$ cat src/rtl/esfa_pkg.sv
`default_nettype none
// ============================================================================
// Module   : esfa_pkg
// Purpose  : Shared definitions for the ESFA command arbiter: command word
//            field offsets, result-latency limits and the arbiter state
//            encoding.
// Revision : 1.0 - initial release
// ============================================================================
package esfa_pkg;

    // Command word field layout (40-bit ESFA command)
    localparam int FIELD_W     = 8;
    localparam int IDX_LSB     = 8;
    localparam int VAL_LSB     = 16;
    localparam int META_LSB    = 24;
    localparam int SEL_LSB     = 32;
    localparam int BIT_MUTATE  = 0;
    localparam int BIT_IS_META = 3;

    // Result latency limits; the wait counter is sized for RES_LAT_MAX
    localparam int RES_LAT_MIN = 1;
    localparam int RES_LAT_MAX = 15;
    localparam int WAIT_W      = 4;

    typedef enum logic [1:0] {
        ST_IDLE  = 2'd0,
        ST_ISSUE = 2'd1,
        ST_WAIT  = 2'd2,
        ST_RESP  = 2'd3
    } arb_state_e;

endpackage : esfa_pkg
`default_nettype wire

$ cat src/rtl/esfa_rr_picker.sv
`default_nettype none
// ============================================================================
// Module   : esfa_rr_picker
// Purpose  : Combinational round-robin pick. Scans i_req starting at i_ptr,
//            wrapping modulo NUM_REQ, and returns the first set requester.
// Ports    : i_req   [NUM_REQ]  request vector
//            i_ptr   [IDX_W]    index with highest priority this cycle
//            o_grant [NUM_REQ]  one-hot winner (all zero if no request)
//            o_idx   [IDX_W]    binary index of the winner
// Revision : 1.0 - initial release
// ============================================================================
module esfa_rr_picker #(
    parameter int NUM_REQ = 4,
    parameter int IDX_W   = $clog2(NUM_REQ)
) (
    input  logic [NUM_REQ-1:0] i_req,
    input  logic [IDX_W-1:0]   i_ptr,
    output logic [NUM_REQ-1:0] o_grant,
    output logic [IDX_W-1:0]   o_idx
);

    logic             w_found;
    logic [IDX_W:0]   w_cand;

    always_comb begin
        o_grant = '0;
        o_idx   = '0;
        w_found = 1'b0;
        w_cand  = '0;
        for (int k = 0; k < NUM_REQ; k++) begin
            // One extra bit so ptr+k cannot overflow before the modulo fold
            w_cand = {1'b0, i_ptr} + (IDX_W+1)'(k);
            if (w_cand >= (IDX_W+1)'(NUM_REQ)) begin
                w_cand = w_cand - (IDX_W+1)'(NUM_REQ);
            end
            if (!w_found && i_req[w_cand[IDX_W-1:0]]) begin
                w_found = 1'b1;
                o_idx   = w_cand[IDX_W-1:0];
            end
        end
        o_grant = w_found ? (NUM_REQ'(1) << o_idx) : '0;
    end

endmodule : esfa_rr_picker
`default_nettype wire

$ cat src/rtl/esfa_cmd_arbiter.sv
`default_nettype none
// ============================================================================
// Module   : esfa_cmd_arbiter
// Purpose  : Shares one ESFA datapath between NUM_REQ command requesters.
//            Round-robin grant, one-cycle command strobe, RES_LAT-cycle wait,
//            then a valid/ready response to the granted requester.
// Ports    : clk, reset (async, active-high)
//            req_valid/req_ready/req_cmd   - per-requester command channel
//            rsp_valid/rsp_ready           - per-requester response channel
//            rsp_bool/rsp_value            - shared response payload
//            esfa_*                        - datapath command fields / results
//            busy                          - arbiter not idle
//            perf_grant_cnt                - per-requester grant counters
// Config   : ESFA_ARB_PERF_EN enables saturating grant counters; otherwise
//            perf_grant_cnt is tied to zero.
// Revision : 1.0 - initial release
// ============================================================================
module esfa_cmd_arbiter
    import esfa_pkg::*;
#(
    parameter int NUM_REQ = 4,
    parameter int CMD_W   = 40,
    parameter int RES_LAT = 1,
    parameter int CNT_W   = 16
) (
    input  logic                     clk,
    input  logic                     reset,
    input  logic [NUM_REQ-1:0]       req_valid,
    output logic [NUM_REQ-1:0]       req_ready,
    input  logic [NUM_REQ*CMD_W-1:0] req_cmd,
    output logic [NUM_REQ-1:0]       rsp_valid,
    input  logic [NUM_REQ-1:0]       rsp_ready,
    output logic                     rsp_bool,
    output logic [7:0]               rsp_value,
    output logic                     esfa_cmd_valid,
    output logic [7:0]               esfa_new_index,
    output logic [7:0]               esfa_new_value,
    output logic [7:0]               esfa_metadata,
    output logic                     esfa_is_metadata,
    output logic [7:0]               esfa_selector,
    input  logic                     esfa_result_bool,
    input  logic [7:0]               esfa_result_value,
    output logic                     busy,
    output logic [NUM_REQ*CNT_W-1:0] perf_grant_cnt
);

    localparam int IDX_W = $clog2(NUM_REQ);

    arb_state_e        state_q, state_d;
    logic [IDX_W-1:0]  owner_q, owner_d;
    logic [IDX_W-1:0]  rr_ptr_q, rr_ptr_d;
    logic [WAIT_W-1:0] wait_cnt_q, wait_cnt_d;
    logic              rsp_bool_q, rsp_bool_d;
    logic [7:0]        rsp_value_q, rsp_value_d;

    logic [NUM_REQ-1:0] w_pick_grant;
    logic [IDX_W-1:0]   w_pick_idx;
    logic [NUM_REQ-1:0] w_owner_oh;
    logic [CMD_W-1:0]   w_owner_cmd;
    logic               w_issue;
    logic               w_unused_cmd;

    esfa_rr_picker #(
        .NUM_REQ (NUM_REQ),
        .IDX_W   (IDX_W)
    ) u_picker (
        .i_req   (req_valid),
        .i_ptr   (rr_ptr_q),
        .o_grant (w_pick_grant),
        .o_idx   (w_pick_idx)
    );

    assign w_owner_oh  = NUM_REQ'(1) << owner_q;
    assign w_issue     = (state_q == ST_ISSUE);
    // The owner holds its command stable until req_ready, so the ISSUE-cycle
    // fields come straight from its req_cmd slice without a holding register.
    assign w_owner_cmd = req_cmd[int'(owner_q)*CMD_W +: CMD_W];
    // Reserved/mutate bits are not routed to the datapath
    assign w_unused_cmd = ^w_owner_cmd;

    always_comb begin
        state_d     = state_q;
        owner_d     = owner_q;
        rr_ptr_d    = rr_ptr_q;
        wait_cnt_d  = wait_cnt_q;
        rsp_bool_d  = rsp_bool_q;
        rsp_value_d = rsp_value_q;
        case (state_q)
            ST_IDLE: begin
                if (|w_pick_grant) begin
                    owner_d = w_pick_idx;
                    state_d = ST_ISSUE;
                end
            end
            ST_ISSUE: begin
                rr_ptr_d   = (owner_q == IDX_W'(NUM_REQ-1)) ? '0 : owner_q + 1'b1;
                wait_cnt_d = WAIT_W'(RES_LAT-1);
                state_d    = ST_WAIT;
            end
            ST_WAIT: begin
                if (wait_cnt_q == '0) begin
                    rsp_bool_d  = esfa_result_bool;
                    rsp_value_d = esfa_result_value;
                    state_d     = ST_RESP;
                end else begin
                    wait_cnt_d = wait_cnt_q - 1'b1;
                end
            end
            ST_RESP: begin
                if (rsp_ready[owner_q]) begin
                    state_d = ST_IDLE;
                end
            end
            default: state_d = ST_IDLE;
        endcase
    end

    always_ff @(posedge clk or posedge reset) begin
        if (reset) begin
            state_q     <= ST_IDLE;
            owner_q     <= '0;
            rr_ptr_q    <= '0;
            wait_cnt_q  <= '0;
            rsp_bool_q  <= 1'b0;
            rsp_value_q <= '0;
        end else begin
            state_q     <= state_d;
            owner_q     <= owner_d;
            rr_ptr_q    <= rr_ptr_d;
            wait_cnt_q  <= wait_cnt_d;
            rsp_bool_q  <= rsp_bool_d;
            rsp_value_q <= rsp_value_d;
        end
    end

    assign req_ready = w_issue ? w_owner_oh : '0;
    assign rsp_valid = (state_q == ST_RESP) ? w_owner_oh : '0;
    assign rsp_bool  = rsp_bool_q;
    assign rsp_value = rsp_value_q;
    assign busy      = (state_q != ST_IDLE);

    // Fields forced to zero outside ISSUE so the datapath never sees a
    // stale command
    assign esfa_cmd_valid   = w_issue;
    assign esfa_new_index   = w_issue ? w_owner_cmd[IDX_LSB  +: FIELD_W] : '0;
    assign esfa_new_value   = w_issue ? w_owner_cmd[VAL_LSB  +: FIELD_W] : '0;
    assign esfa_metadata    = w_issue ? w_owner_cmd[META_LSB +: FIELD_W] : '0;
    assign esfa_selector    = w_issue ? w_owner_cmd[SEL_LSB  +: FIELD_W] : '0;
    assign esfa_is_metadata = w_issue & w_owner_cmd[BIT_IS_META];

`ifdef ESFA_ARB_PERF_EN
    for (genvar gi = 0; gi < NUM_REQ; gi++) begin : g_perf_cnt
        logic [CNT_W-1:0] cnt_q, cnt_d;

        always_comb begin
            cnt_d = cnt_q;
            if (w_issue && (owner_q == IDX_W'(gi)) && !(&cnt_q)) begin
                cnt_d = cnt_q + 1'b1;
            end
        end

        always_ff @(posedge clk or posedge reset) begin
            if (reset) begin
                cnt_q <= '0;
            end else begin
                cnt_q <= cnt_d;
            end
        end

        assign perf_grant_cnt[gi*CNT_W +: CNT_W] = cnt_q;
    end
`else
    assign perf_grant_cnt = '0;
`endif

endmodule : esfa_cmd_arbiter
`default_nettype wire

$ cat config.mk
export PLATFORM = sky130hd
export DESIGN_NAME = esfa_cmd_arbiter
export DESIGN_NICKNAME = d
export VERILOG_FILES = /design/src/rtl/esfa_pkg.sv /design/src/rtl/esfa_rr_picker.sv /design/src/rtl/esfa_cmd_arbiter.sv
export SDC_FILE = /design/constraint.sdc
export NUM_CORES = 1
export LEC_CHECK = 0
export BUFFER_PORTS_ARGS = -buffer_cell sky130_fd_sc_hd__buf_4
export CAP_MARGIN = 20
export CORE_AREA = 2 2 115 117
export DETAILED_ROUTE_END_ITERATION = 6
export DIE_AREA = 0 0 117 119
export PLACE_DENSITY = 0.66
export RECOVER_POWER = 50
export SETUP_SLACK_MARGIN = 0.15
export SLEW_MARGIN = 30
export SYNTH_ARGS = -nofsm -noshare
export SYNTH_HDL_FRONTEND = slang
export SYNTH_SLANG_ARGS = --single-unit
$ cat constraint.sdc
create_clock -name clk -period 1.8 [get_ports clk]
set_input_delay 0.09 -clock clk [delete_from_list [all_inputs] [get_ports clk]]
set_output_delay 0.09 -clock clk [all_outputs]
set_load 0.03 [all_outputs]
# Word level (Yosys, flattened, before mapping)

Index checks and enable logic that the tools add are counted.

Shift operators: 3
Add/subtract/negate cells: 9
Muxes and demuxes: 36
Equal/unequal tests: 8
Reduce and logical (&&, ||, !) cells: 15
Order comparisons: 9
Bitwise gates (word level): 1
Multiply operators: 1

Operators by type and width:

| kind                  | count |
|---|---|
| $shiftx A160 B9 Y40   | 1 |
| $mux W8               | 4 |
| $mux W2               | 12 |
| $mux W4               | 4 |
| $lt A2 B3 Y1 const B  | 5 |
| $bmux W1 S2           | 5 |
| $ge A3 B3 Y1 const B  | 3 |
| $mux W1               | 9 |
| $ne A2 B2 Y1 const B  | 4 |
| $pmux W2 S4           | 1 |
| $pmux W4 S2           | 1 |
| $shl A1 B2 Y4 const A | 2 |
| $sub A2 B1 Y2 const B | 4 |
| $add A2 B2 Y3 const B | 2 |
| $eq A2 B2 Y1 const B  | 3 |
| $reduce_and A2 Y1     | 3 |
| $mul A2 B3 Y5 const B | 1 |
| $logic_not A4 Y1      | 1 |
| $reduce_bool A2 Y1    | 2 |
| $reduce_or A4 Y1      | 1 |
| $sub A4 B1 Y4 const B | 1 |
| $add A2 B1 Y3 const B | 1 |
| $ge A2 B3 Y1 const B  | 1 |
| $logic_and A1 B1 Y1   | 3 |
| 6 further kinds       | 8 |

Logic and storage cells: 88
Input bits: 179
Register bits: 19
Output and inout bits: 116

# Depth between registers and ports, before layout

Depth after elaboration: 19
Depth in mapped cells: 7
Gate-level depth less buffers: 6

# By module

A second synthesis with hierarchy kept.

Cell total of the unflattened synthesis: 261
Area total of the unflattened synthesis: 2775.2 um^2

Modules (own cells, without submodules):

| module           | times used | area each (um^2) | cells an instance | seq. area each (um^2) |
|---|---|---|---|---|
| esfa_cmd_arbiter | 1          | 2577.5           | 230               | 475.5 |
| esfa_rr_picker   | 1          | 197.7            | 31                | 0.0 |

# Least setup slack after synthesis

OpenSTA, ideal clock, no wires.

Path type: reg2reg
From: register wait_cnt_q[0]
To: register state_q[1]
Data required time: 1675 ps
Library setup time: 125 ps
Buffers on the path: 0
Slack: 119 ps
Cell stages (with the launch flop): 6
Clock period less this slack: 1681 ps
Arrival: 1556 ps
Cell sequence: dfrtp_1 -> inv_1 -> ha_1 -> or3b_4 -> a221oi_2 -> mux2_4

Word-level cells in the longest chain between the ends: 3

RTL lines:

| what                        | RTL line                | RTL |
|---|---|---|
| from (decl)                 | esfa_cmd_arbiter.sv:52  | `logic [WAIT_W-1:0] wait_cnt_q, wait_cnt_d;` |
| from (signal assigned)      | esfa_cmd_arbiter.sv:130 | `wait_cnt_q <= wait_cnt_d;` |
| $logic_not A4 Y1            | esfa_cmd_arbiter.sv:101 | `if (wait_cnt_q == '0) begin` |
| $ne A2 B2 Y1 (no line)      | --                      |  |
| $reduce_and A3 Y1 (no line) | --                      |  |
| to (signal assigned)        | esfa_cmd_arbiter.sv:127 | `state_q <= state_d;` |
| to (decl)                   | esfa_cmd_arbiter.sv:49  | `arb_state_e state_q, state_d;` |

No other way between the ends.
A chain may end at the register's enable or synchronous reset.

# Worst setup path in the final report

From: register owner_q[0]
To: output port esfa_new_value[6]

Word-level cells in the longest chain between the ends: 3

RTL lines:

| what                   | RTL line                | RTL |
|---|---|---|
| from (decl)            | esfa_cmd_arbiter.sv:50  | `logic [IDX_W-1:0] owner_q, owner_d;` |
| from (signal assigned) | esfa_cmd_arbiter.sv:128 | `owner_q <= owner_d;` |
| $mul A2 B3 Y5          | esfa_cmd_arbiter.sv:77  | `assign w_owner_cmd = req_cmd[int'(owner_q)*CMD_W +: CMD_W];` |
| $shiftx A160 B9 Y40    | esfa_cmd_arbiter.sv:77  |  |
| $mux W8                | esfa_cmd_arbiter.sv:146 | `assign esfa_new_value = w_issue ? w_owner_cmd[VAL_LSB +: FIELD_W] : '0;` |
| to (decl)              | esfa_cmd_arbiter.sv:37  | `output logic [7:0] esfa_new_value,` |

No other way between the ends.

==> out/qor.txt <==
area grow syn2layout - 81.8%
Die Area - 13900 µm²
endpoints failing hold - 0
Net Sw Power - 3.05 mW
sequential-to-total area share from yosys stat - 18.2%
#FFs+latches synth - 19
Post-Syn Area - 2620 µm²
first-pass GRT wire length - 13.9 mm
Worst EP required - 1.71 ns
power density over the cells - 1460 nW/µm²
filler instances - 1282
Mean Syn Cell Area - 10.8 µm²
worst vdd ir - 0.881 mV
Die Width - 117 µm
first-pass iteration count of the detailed router - 4
pre-CTS WS - 0.000829 ns
Fmax achieved - 532 MHz
Seq pwr share - 11.9%
Yosys top cell area share - 28.4%
share of cells above drive strength 1 - 70.3%
clock sink count - 19
IO Pins - 295
setup TNS after final layout - -1.38 ns
Netlist cell types - 35
crit-path max FO - 5
Worst Clk Skew - 0.00323 ns
# DRC - 0
number of synthesis warnings - 0
Clock power frac - 6.6%
Initial Util - 20.3%
num rows - 42
Buffers on Ports - 202
pin count of the biggest net entering global routing - 27
top post-synthesis cells by area - mux4_2 28%, buf_4 19%, dfrtp_1 18%
most common cell after layout, fill and taps aside - buf_4
Nets - 648
Crit. End Element - output pin
RSZ-0062 raised after global routing - yes
Total GRT Usage - 12.8%
root buffer cell - clkbuf_16
Vias/cell - 4.07
Min Clock Period, post-route - 1.88 ns
Clk Latency, worst-skew pair - 0.25 ns
Mapped Cells - 243
WS Path Type - flip-flop to output pin
routed wire length - 9.62 mm
Combinational Power Share - 81.5%
failing checks - negative setup slack
Critical Path Start Type - flip-flop
register area - 478 µm²
ANT nets after route - 0
clock buffer count from CTS - 3
H-tree depth - 1
GR Overflow Total - 0
clk slew on worst S/H paths - 0.06 ns
DR vias - 2580
vias in the first global route - 2714
initial antenna violation count - 0
Antenna Diode Count - 0
Routed wire per std cell - 15.2 µm
total area of multi-input combinational cells - 1960 µm²
HPWL after detailed placement - 7.93 mm
max-slew violation count - 0
critical path arrival - 1.79 ns
Die Y - 119 µm
LEAKAGE - 2.28 nW
P_int - 3.90 mW
status - finished, violations left
routability cong. - 0.768
measured slew at the worst slew-check pin - 0.715 ns
CTS max path bufs - 2
CTS tree - done
slew margin rel. - 52.3%
final setup vio count - 27
most frequent cells in the layout - 163 x buf_4, 64 x conb_1, 43 x buf_6, 41 x and2_4, 33 x mux4_2
cell taking the most area after synthesis - mux4_2
DRT iter0 DRCs - 75
Hold WC Path Type - input pin to flip-flop
final worst slack - -0.0804 ns
Max-Cap Viols - 0
Net Sw Frac - 43.9%
Core Area - 12900 µm²
Final Cycle Share - 104%
## stage by stage
stage | hold WS, ns | util [%] | cell area, µm² | instances | total power, mW
global placement | 0.246 | 31.9 | 4100 | 614 | 5.21
global route | 0.0609 | 36.9 | 4750 | 634 | 7.41
CTS | 0.0681 | 37.1 | 4770 | 634 | 7.08
finish | 0.0705 | 36.9 | 4750 | 634 | 6.95
detailed placement | 0.258 | 31.9 | 4100 | 614 | 5.34
floorplan | 0.0411 | - | 2850 | 306 | 4.01
## worst paths after layout
path	startpoint	slack [ns]	to	cells past startpoint
setup / recovery	owner_q[0]	-0.08	esfa_new_value[6]	6
hold / removal	esfa_result_value[5]	0.07	rsp_value[5]	2
setup reg to reg	owner_q[0]	0.08	state_q[1]	6
hold reg to reg	rsp_value[7]	0.51	rsp_value[7]	1
max in group asynchronous	reset	0.76	owner_q[1]	3
min in group asynchronous	reset	0.54	rsp_value[4]	3
## registers in the layout, indices dropped and copies added (netlist names)
name,count
rsp_bool,1
rr_ptr_q,2
state_q,2
wait_cnt_q,4
owner_q,2
rsp_value,8
## power groups by stage
stage / clock network (mW) / logic (mW) / registers (mW)
floorplan: 0 / 3.03 / 0.984
global placement: 0 / 4.39 / 0.822
detailed placement: 0 / 4.49 / 0.848
CTS: 0.469 / 5.79 / 0.823
global route: 0.497 / 6.06 / 0.855
finish: 0.458 / 5.67 / 0.825
## worst max-delay path: stages, from the launching register on
cell	delay, ns
dfrtp_2	0.42
buf_12	0.15
buf_12	0.12
buf_16	0.13
mux4_2	0.42
and2_4	0.18
buf_6	0.13
## cell usage after synthesis
library cell  number
a21oi_1            2
a221oi_2           1
a22o_1             1
a22oi_1            1
a311oi_1           1
a31oi_1            1
and2_1            42
and4bb_2           1
buf_2              5
buf_4             65
buf_6              4
clkbuf_1           4
conb_1             1
dfrtp_1           19
ha_1              10
inv_1             11
mux2_1             1
mux2_2             9
mux2_4             2
mux2i_1            1
mux4_2            33
nand2_1            6
nand2b_1           1
nor2_1             2
nor2b_1            1
nor4_1             2
o21ai_0            8
o22ai_1            1
o22ai_2            1
o2bb2ai_1          1
o31ai_1            1
o32a_2             1
or2b_1             1
or3b_4             1
xor2_1             1
## repair_timing
action                                 CTS  global route
endpoints found under the hold margin   19             0
gates cloned                             3             0
hold buffers                             1             0
gates resized for setup                106             4
pin swaps                                2             3
setup endpoints to repair               41            53
buffers inserted                        12             0
## logic make-up after synthesis
| kind of cell | Yosys count | synth area share [%] |
|---|---|---|
| adder cells (fa/ha/maj) | 10 | 4.78 |
| flip-flops | 19 | 18.2 |
| XOR/XNOR | 1 | 0.335 |
| AO/OA/AOI/OAI | 20 | 5.46 |
| buffers and inverters | 89 | 23.5 |
| AND/OR/NAND/NOR | 57 | 13.3 |
| multiplexers | 46 | 34.3 |
| other | 1 | 0.143 |
## layout make-up
cell class	count	share of cell area (%)
clock buffers	3	1.58
well taps	176	4.63
repair buffers	226	41.3
multi-input cells	198	41.2
inverters	11	1.13
clock inverters	1	0.105
flip-flops and latches	19	10.1
## per-layer routing
metal,wire [µm],vias up,track usage (%)
met5,0,-,0
met1,3590,1268,15.3
li1,-,1163,-
met2,5160,137,23.6
met3,719,12,2.44
met4,154,0,2.72
Note: power is estimated with default switching activity, not from simulation.
